==> src/rtl/izh_spike_monitor_pkg.sv <==
// rtl/izh_spike_monitor_pkg.sv - shared constants and helpers for the spike monitor
//
// Purpose: default sizing for the ISI path and rate window, the 8-bit rate
// ceiling, and a saturating increment used by the rate counter.
package izh_pkg;

  localparam int ISI_W_DEF      = 16;
  localparam int FIFO_DEPTH_DEF = 4;
  localparam int WIN_LOG2_DEF   = 10;

  localparam logic [7:0] RATE_MAX = 8'd255;

  // Adds inc to v, sticking at RATE_MAX instead of wrapping.
  function automatic logic [7:0] sat_inc(input logic [7:0] v, input logic inc);
    if (inc && (v != RATE_MAX)) begin
      return v + 8'd1;
    end
    return v;
  endfunction

endpackage

==> src/rtl/izh_spike_monitor_if.sv <==
// rtl/izh_spike_monitor_if.sv - host-side readout interface of the spike monitor
//
// Purpose: bundles the ISI FIFO pop handshake and the rate/overflow status.
// Signals:
//   rd_req     host -> monitor  pop request for the FIFO head
//   isi_data   monitor -> host  FIFO head, 0 when empty
//   isi_valid  monitor -> host  FIFO not empty
//   overflow   monitor -> host  sticky ISI-dropped flag
//   rate_count monitor -> host  spikes in the last completed window
//   rate_valid monitor -> host  one-cycle pulse on rate_count update
interface izh_spike_monitor_if
  import izh_pkg::*;
#(
  parameter int ISI_W = ISI_W_DEF
);

  logic             rd_req;
  logic [ISI_W-1:0] isi_data;
  logic             isi_valid;
  logic             overflow;
  logic [7:0]       rate_count;
  logic             rate_valid;

  modport master (
    output rd_req,
    input  isi_data, isi_valid, overflow, rate_count, rate_valid
  );

  modport slave (
    input  rd_req,
    output isi_data, isi_valid, overflow, rate_count, rate_valid
  );

endinterface

==> src/rtl/izh_spike_monitor_isi_fifo.sv <==
// rtl/izh_spike_monitor_isi_fifo.sv - synchronous ISI FIFO with wrap-bit pointers
//
// Purpose: DEPTH x W storage for measured intervals.
// Ports:
//   clk, rst_n  clock and synchronous active-low reset
//   clr         soft clear; empties the FIFO and blocks push/pop that cycle
//   push, din   write request and data; ignored when full unless popping too
//   pop         read request; ignored when empty
//   dout        head entry, 0 when empty
//   full, empty occupancy flags
module izh_isi_fifo
  import izh_pkg::*;
#(
  parameter int W     = ISI_W_DEF,
  parameter int DEPTH = FIFO_DEPTH_DEF
) (
  input  logic         clk,
  input  logic         rst_n,
  input  logic         clr,
  input  logic         push,
  input  logic         pop,
  input  logic [W-1:0] din,
  output logic [W-1:0] dout,
  output logic         full,
  output logic         empty
);

  localparam int AW = (DEPTH > 2) ? $clog2(DEPTH) : 1;

  // One extra MSB on each pointer distinguishes full from empty when the
  // index bits match.
  logic [AW:0]  wr_ptr;
  logic [AW:0]  rd_ptr;
  logic [W-1:0] mem [DEPTH];

  logic do_push;
  logic do_pop;

  assign empty = (wr_ptr == rd_ptr);
  assign full  = (wr_ptr[AW] != rd_ptr[AW]) && (wr_ptr[AW-1:0] == rd_ptr[AW-1:0]);

  assign do_pop  = pop & ~empty & ~clr;
  // A pop in the same cycle frees the slot the push lands in.
  assign do_push = push & ~clr & (~full | do_pop);

  always_ff @(posedge clk) begin
    if (!rst_n || clr) begin
      wr_ptr <= '0;
      rd_ptr <= '0;
    end else begin
      if (do_push) begin
        wr_ptr <= wr_ptr + (AW+1)'(1);
      end
      if (do_pop) begin
        rd_ptr <= rd_ptr + (AW+1)'(1);
      end
    end
  end

  always_ff @(posedge clk) begin
    if (do_push) begin
      mem[wr_ptr[AW-1:0]] <= din;
    end
  end

  assign dout = empty ? '0 : mem[rd_ptr[AW-1:0]];

endmodule

==> src/rtl/izh_spike_monitor.sv <==
// rtl/izh_spike_monitor.sv - ISI measurement, ISI FIFO and firing-rate window
//
// Purpose: detects rising edges of the neuron spike level, measures the
// inter-spike interval in enabled cycles, queues intervals for the host and
// counts spikes per 2^WIN_LOG2-cycle window.
// Ports:
//   clk       system clock
//   rst_n     synchronous active-low reset
//   ena       enable; counters freeze and events are ignored when low
//   clr       synchronous soft clear (spike edge history is kept)
//   spike_in  spike level from the neuron core
//   host      readout interface (rd_req in; isi_data, isi_valid, overflow,
//             rate_count, rate_valid out)
module izh_spike_monitor
  import izh_pkg::*;
#(
  parameter int ISI_W      = ISI_W_DEF,
  parameter int FIFO_DEPTH = FIFO_DEPTH_DEF,
  parameter int WIN_LOG2   = WIN_LOG2_DEF
) (
  input  logic                clk,
  input  logic                rst_n,
  input  logic                ena,
  input  logic                clr,
  input  logic                spike_in,
  izh_spike_monitor_if.slave  host
);

  localparam logic [ISI_W-1:0] ISI_MAX = '1;

  logic                spike_d;
  logic                evt;
  logic                armed;
  logic [ISI_W-1:0]    isi_cnt;
  logic [WIN_LOG2-1:0] win_cnt;
  logic [7:0]          spike_cnt;
  logic [7:0]          rate_count;
  logic                rate_valid;
  logic                overflow;
  logic                wrap;
  logic                push;
  logic                fifo_full;
  logic                fifo_empty;
  logic [ISI_W-1:0]    fifo_dout;

  // Edge history survives clr so a level held across a clear is not
  // mistaken for a fresh spike.
  always_ff @(posedge clk) begin
    if (!rst_n) begin
      spike_d <= 1'b0;
    end else begin
      spike_d <= spike_in;
    end
  end

  assign evt  = ena & spike_in & ~spike_d;
  assign wrap = ena & (win_cnt == '1);
  // The first event after reset/clr only arms; it has no predecessor.
  assign push = evt & armed & ~clr;

  always_ff @(posedge clk) begin
    if (!rst_n || clr) begin
      armed      <= 1'b0;
      isi_cnt    <= '0;
      win_cnt    <= '0;
      spike_cnt  <= '0;
      rate_count <= '0;
      rate_valid <= 1'b0;
      overflow   <= 1'b0;
    end else begin
      rate_valid <= 1'b0;
      if (ena) begin
        win_cnt <= win_cnt + WIN_LOG2'(1);
        if (evt) begin
          armed   <= 1'b1;
          isi_cnt <= ISI_W'(1);
        end else if (isi_cnt != ISI_MAX) begin
          isi_cnt <= isi_cnt + ISI_W'(1);
        end
        if (wrap) begin
          // A spike on the wrap cycle belongs to the window that is closing.
          rate_count <= sat_inc(spike_cnt, evt);
          spike_cnt  <= '0;
          rate_valid <= 1'b1;
        end else begin
          spike_cnt <= sat_inc(spike_cnt, evt);
        end
      end
      // Full implies non-empty, so rd_req alone means a pop is freeing a slot.
      if (push && fifo_full && !host.rd_req) begin
        overflow <= 1'b1;
      end
    end
  end

  izh_isi_fifo #(
    .W     (ISI_W),
    .DEPTH (FIFO_DEPTH)
  ) u_fifo (
    .clk   (clk),
    .rst_n (rst_n),
    .clr   (clr),
    .push  (push),
    .pop   (host.rd_req),
    .din   (isi_cnt),
    .dout  (fifo_dout),
    .full  (fifo_full),
    .empty (fifo_empty)
  );

  assign host.isi_data   = fifo_dout;
  assign host.isi_valid  = ~fifo_empty;
  assign host.overflow   = overflow;
  assign host.rate_count = rate_count;
  assign host.rate_valid = rate_valid;

endmodule

==> src/flat_wrapper.sv <==
// flat-port wrapper written by rule: the top's interface ports become plain ports
module izh_spike_monitor_flat import izh_pkg::*;
#(
  parameter int ISI_W      = ISI_W_DEF,
  parameter int FIFO_DEPTH = FIFO_DEPTH_DEF,
  parameter int WIN_LOG2   = WIN_LOG2_DEF
)
  (clk, rst_n, ena, clr, spike_in, host_rd_req, host_isi_data, host_isi_valid, host_overflow, host_rate_count, host_rate_valid);
  izh_spike_monitor_if #(.ISI_W(ISI_W)) host_i ();
  input  logic clk;
  input  logic rst_n;
  input  logic ena;
  input  logic clr;
  input  logic spike_in;
  input wire logic [$bits(host_i.rd_req)-1:0] host_rd_req;
  output wire logic [$bits(host_i.isi_data)-1:0] host_isi_data;
  output wire logic [$bits(host_i.isi_valid)-1:0] host_isi_valid;
  output wire logic [$bits(host_i.overflow)-1:0] host_overflow;
  output wire logic [$bits(host_i.rate_count)-1:0] host_rate_count;
  output wire logic [$bits(host_i.rate_valid)-1:0] host_rate_valid;
  assign host_i.rd_req = host_rd_req;
  assign host_isi_data = host_i.isi_data;
  assign host_isi_valid = host_i.isi_valid;
  assign host_overflow = host_i.overflow;
  assign host_rate_count = host_i.rate_count;
  assign host_rate_valid = host_i.rate_valid;
  izh_spike_monitor #(.ISI_W(ISI_W), .FIFO_DEPTH(FIFO_DEPTH), .WIN_LOG2(WIN_LOG2)) u_core (.clk(clk), .rst_n(rst_n), .ena(ena), .clr(clr), .spike_in(spike_in), .host(host_i));
endmodule
==> config.mk <==
export PLATFORM = sky130hd
export DESIGN_NAME = izh_spike_monitor_flat
export DESIGN_NICKNAME = d
export VERILOG_FILES = /design/src/rtl/izh_spike_monitor_pkg.sv /design/src/rtl/izh_spike_monitor_if.sv /design/src/rtl/izh_spike_monitor_isi_fifo.sv /design/src/rtl/izh_spike_monitor.sv /design/src/flat_wrapper.sv
export SDC_FILE = /design/constraint.sdc
export NUM_CORES = 1
export LEC_CHECK = 0
export CORE_ASPECT_RATIO = 0.7
export CORE_MARGIN = 4
export CORE_UTILIZATION = 51
export DETAILED_ROUTE_END_ITERATION = 8
export MAX_ROUTING_LAYER = met4
export PLACE_DENSITY = 0.76
export SYNTH_ARGS = -nofsm -noshare
export SYNTH_HDL_FRONTEND = slang
export SYNTH_SLANG_ARGS = --single-unit
==> constraint.sdc <==
create_clock -name clk -period 2.9 [get_ports clk]
set_clock_uncertainty 0.1 [all_clocks]
set_input_delay 0.58 -clock clk [delete_from_list [all_inputs] [get_ports clk]]
set_output_delay 0.58 -clock clk [all_outputs]
set_load 0.02 [all_outputs]
==> results.json <==
{
  "outcome": "complete, no violations",
  "viasPerCell": 5.705,
  "cts_sinks": 118,
  "hp-start": "u_core.host.rate_count[2]",
  "power_per_cell_area_mw_per_mm2": 668.0,
  "grt_setup_unrepaired": "no",
  "met3_usage_pct": 5.628,
  "drive_gt1_share_pct": 14.91,
  "drt_iter0_markers": 319,
  "grt_max_degree": 20,
  "first_pass_iters": 5,
  "cp_data_required_time_ns": 2.22,
  "grt-busiest-layer": "met2",
  "die_width_um": 125.4,
  "dieArea_sq_mm": 0.01130,
  "yosysSeqAreaShare_pct": 61.05,
  "syn_avg_cell_area_sq_um": 12.48,
  "wirelength_um": 10270,
  "maxCapViolCount": 0,
  "tns_ns": 0,
  "drtAntennaViolNets": 0,
  "core.rowCount": 29,
  "finalNonFillerCells": 580,
  "reg2reg_to": "u_core.isi_cnt[2]",
  "cts_setup_buffers": 0,
  "vias": 3309,
  "ys_types": 47,
  "crit_type": "reg2out",
  "ios": 33,
  "holdWs_ns": 0.3694,
  "finalMaxSlewViolations": 0,
  "hp-class": "reg2reg",
  "fin_nets": 457,
  "ys_ff_latch": 118,
  "place_inst": 548,
  "min_path_cells": 2,
  "report.final.setup_viol": 0,
  "cts_buffer_depth": 2,
  "drc": 0,
  "grt.met1_usage_pct": 25.36,
  "cts_tree": "done",
  "place.gp.congestion": 0.8959,
  "antenna_found_initial": 0,
  "p_leak_nw": 2.158,
  "arrival_ns": 2.14,
  "syn_to_final_growth_pct": 24.37,
  "vdd_ir_drop_max_uv": 645.6,
  "max_freq_mhz": 354.1,
  "end_kind": "output port",
  "start_kind": "register",
  "initial_utilization_pct": 53.37,
  "clock-root-buffer": "clkbuf_16",
  "cts_buffers": 17,
  "tightest_slew_ns": 0.6330,
  "grt_overflow": 0,
  "hold_violations": 0,
  "netlist_instances": 394,
  "cp_max_fo": 16,
  "dp_hpwl_um": 6310,
  "grt_pass1_vias": 3343,
  "insertedDiodeCount": 0,
  "core_sq_mm": 0.009216,
  "grt_pass1_wl_um": 17020,
  "r2r_setup_slack_ns": 0.50,
  "period_share_pct": 97.38,
  "final_util_pct": 66.37,
  "post_drt_wl_per_cell_um": 17.71,
  "port_buffers": 32,
  "path_clk_slew_ns": 0.05,
  "relSlewSlack_pct": 57.80,
  "reg2regPathDepth": 7,
  "clk_latency_ns": 0.41,
  "htree_num_levels": 4,
  "grt_use_total_pct": 19.65,
  "synth_edf_count": 64,
  "period_minus_slack_ns": 2.824,
  "synth_ff_type": "edfxtp_1",
  "grt_use_met2_pct": 30.05,
  "yosysWarnings": 0,
  "cts-hold-fix-buffers": 0,
  "synthArstFlopShare_pct": 0,
  "die_y_um": 90.17,
  "holdPathEnd": "u_core.host.rate_count[2]",
  "syn-num-nets": 408,
  "syn_area_sq_mm": 0.004918,
  "worstReg2RegStart": "u_core.isi_cnt[0]"
}
routing by layer:
layer,vias up,wire (um)
li1,1560,-
met1,1591,4559
met5,-,0
met4,0,171
met3,22,671
met2,136,4867
state kept, by name (all words and copies together), names as in the netlist, named ones only:
name                    flops
u_core.u_fifo.mem          64
u_core.isi_cnt             16
u_core.win_cnt             10
u_core.host.rate_count      8
u_core.spike_cnt            8
u_core.u_fifo.rd_ptr        3
u_core.u_fifo.wr_ptr        3
u_core.armed                1
u_core.host.overflow        1
u_core.host.rate_valid      1
u_core.spike_d              1
how the worst max path moves through the flow:
| stage | startpoint | to | slack, ns | cells past startpoint |
|---|---|---|---|---|
| 2_1_floorplan | ena | u_core.u_fifo.mem[3][0] | 0.61 | 4 |
| 3_3_place_gp | spike_in | u_core.isi_cnt[2] | 0.20 | 7 |
| 3_5_place_dp | spike_in | u_core.isi_cnt[2] | 0.12 | 7 |
| 4_1_cts | register | host_isi_data[12] | 0.006 | 4 |
| 5_1_grt | register | host_isi_data[4] | 0.002 | 4 |
| 6_report | register | host_isi_data[4] | 0.08 | 4 |
synthesized netlist by cell type, drive strengths merged (6+ instances only):
library cell  instances  share of area, %
a21oi                12               1.3
a31oi                 7              0.89
and2                  8               1.0
and3                  7              0.89
buf                   7              0.79
clkbuf                9              0.69
dfxtp                54                22
edfxtp               64                39
ha                    8               2.0
inv                   6              0.46
mux2i                 7               1.4
mux4                 16               7.3
nand2                14               1.1
nand3                25               2.5
nand4                 9               1.1
nor2                 45               3.4
nor2b                20               2.5
nor3                  8              0.81
o21ai                18               2.0
xnor2                 8               1.4
xor2                 11               2.0
what timing repair did:
item,4_1_cts,5_1_grt
hold endpoints to repair,0,0
resized for setup,0,6
endpoints found under the setup margin,0,6
area by class of cell:
| cell class | count | area (sq um) |
|---|---|---|
| Fill cell | 660 | 3099 |
| Sequential cell | 118 | 3003 |
| Multi-Input combinational cell | 254 | 1821 |
| Timing Repair Buffer | 46 | 478.0 |
| Clock buffer | 19 | 432.9 |
| Clock inverter | 13 | 205.2 |
| Tap cell | 124 | 155.1 |
| Inverter | 6 | 22.52 |
per-stage QoR:
step / area, sq um / setup WS [ns] / power [mW]
6_report: 6117 / 0.07598 / 4.086
5_1_grt: 6117 / 0.001703 / 4.189
4_1_cts: 6102 / 0.005880 / 4.106
3_5_place_dp: 5464 / 0.1182 / 1.859
3_3_place_gp: 5464 / 0.2000 / 1.856
2_1_floorplan: 4918 / 0.6104 / 1.831
cells by family (layout without fill, tap and decap cells):
logic type | count (synthesis) | in the layout | synth area share, %
buf+inv | 22 | 84 | 1.933
flops | 118 | 118 | 61.05
xor+xnor | 19 | 19 | 3.383
mux | 24 | 24 | 8.980
simple gates | 156 | 156 | 16.71
fa+ha+maj | 8 | 8 | 2.035
compound gates | 47 | 47 | 5.902
placed cells by master, fill, tap and decap left out, drive strengths merged, types with 2 or more instances in the layout:
cell and n:
o21ai 18, nor2b 20, nand3 25, clkdlybuf4s50 26, and3b 2, nand2b 4
o31ai 2, nor4 2, and4 3, nor3 8, xor2 11, a21oi 12
clkbuf 19, ha 8, inv 6, dfxtp 54, mux2i 7, buf 14
mux4 16, clkinvlp 2, and3 7, nand2 14, edfxtp 64, o211ai 2
nand3b 2, or4b 2, clkinv 6, nor2 45, bufinv 5, dlymetal6s2s 6
and2 8, xnor2 8, a31oi 7, or3 2, nand4 9
critical path, cell delays in order, from the launching register on:
cell and delay [ns]:
dfxtp_1 0.35, buf_12 0.19, mux4_2 0.51, nor2b_1 0.14, clkdlybuf4s50_1 0.54
where the power goes:
group          switching, mW  total [mW]  internal [mW]  leakage [nW]
clock                  0.740        2.26           1.52         0.305
sequential           0.00524        1.76           1.75          1.02
combinational         0.0445      0.0704         0.0259         0.838
total                  0.789        4.09           3.30          2.16
Power figures use the tool's default switching activity.
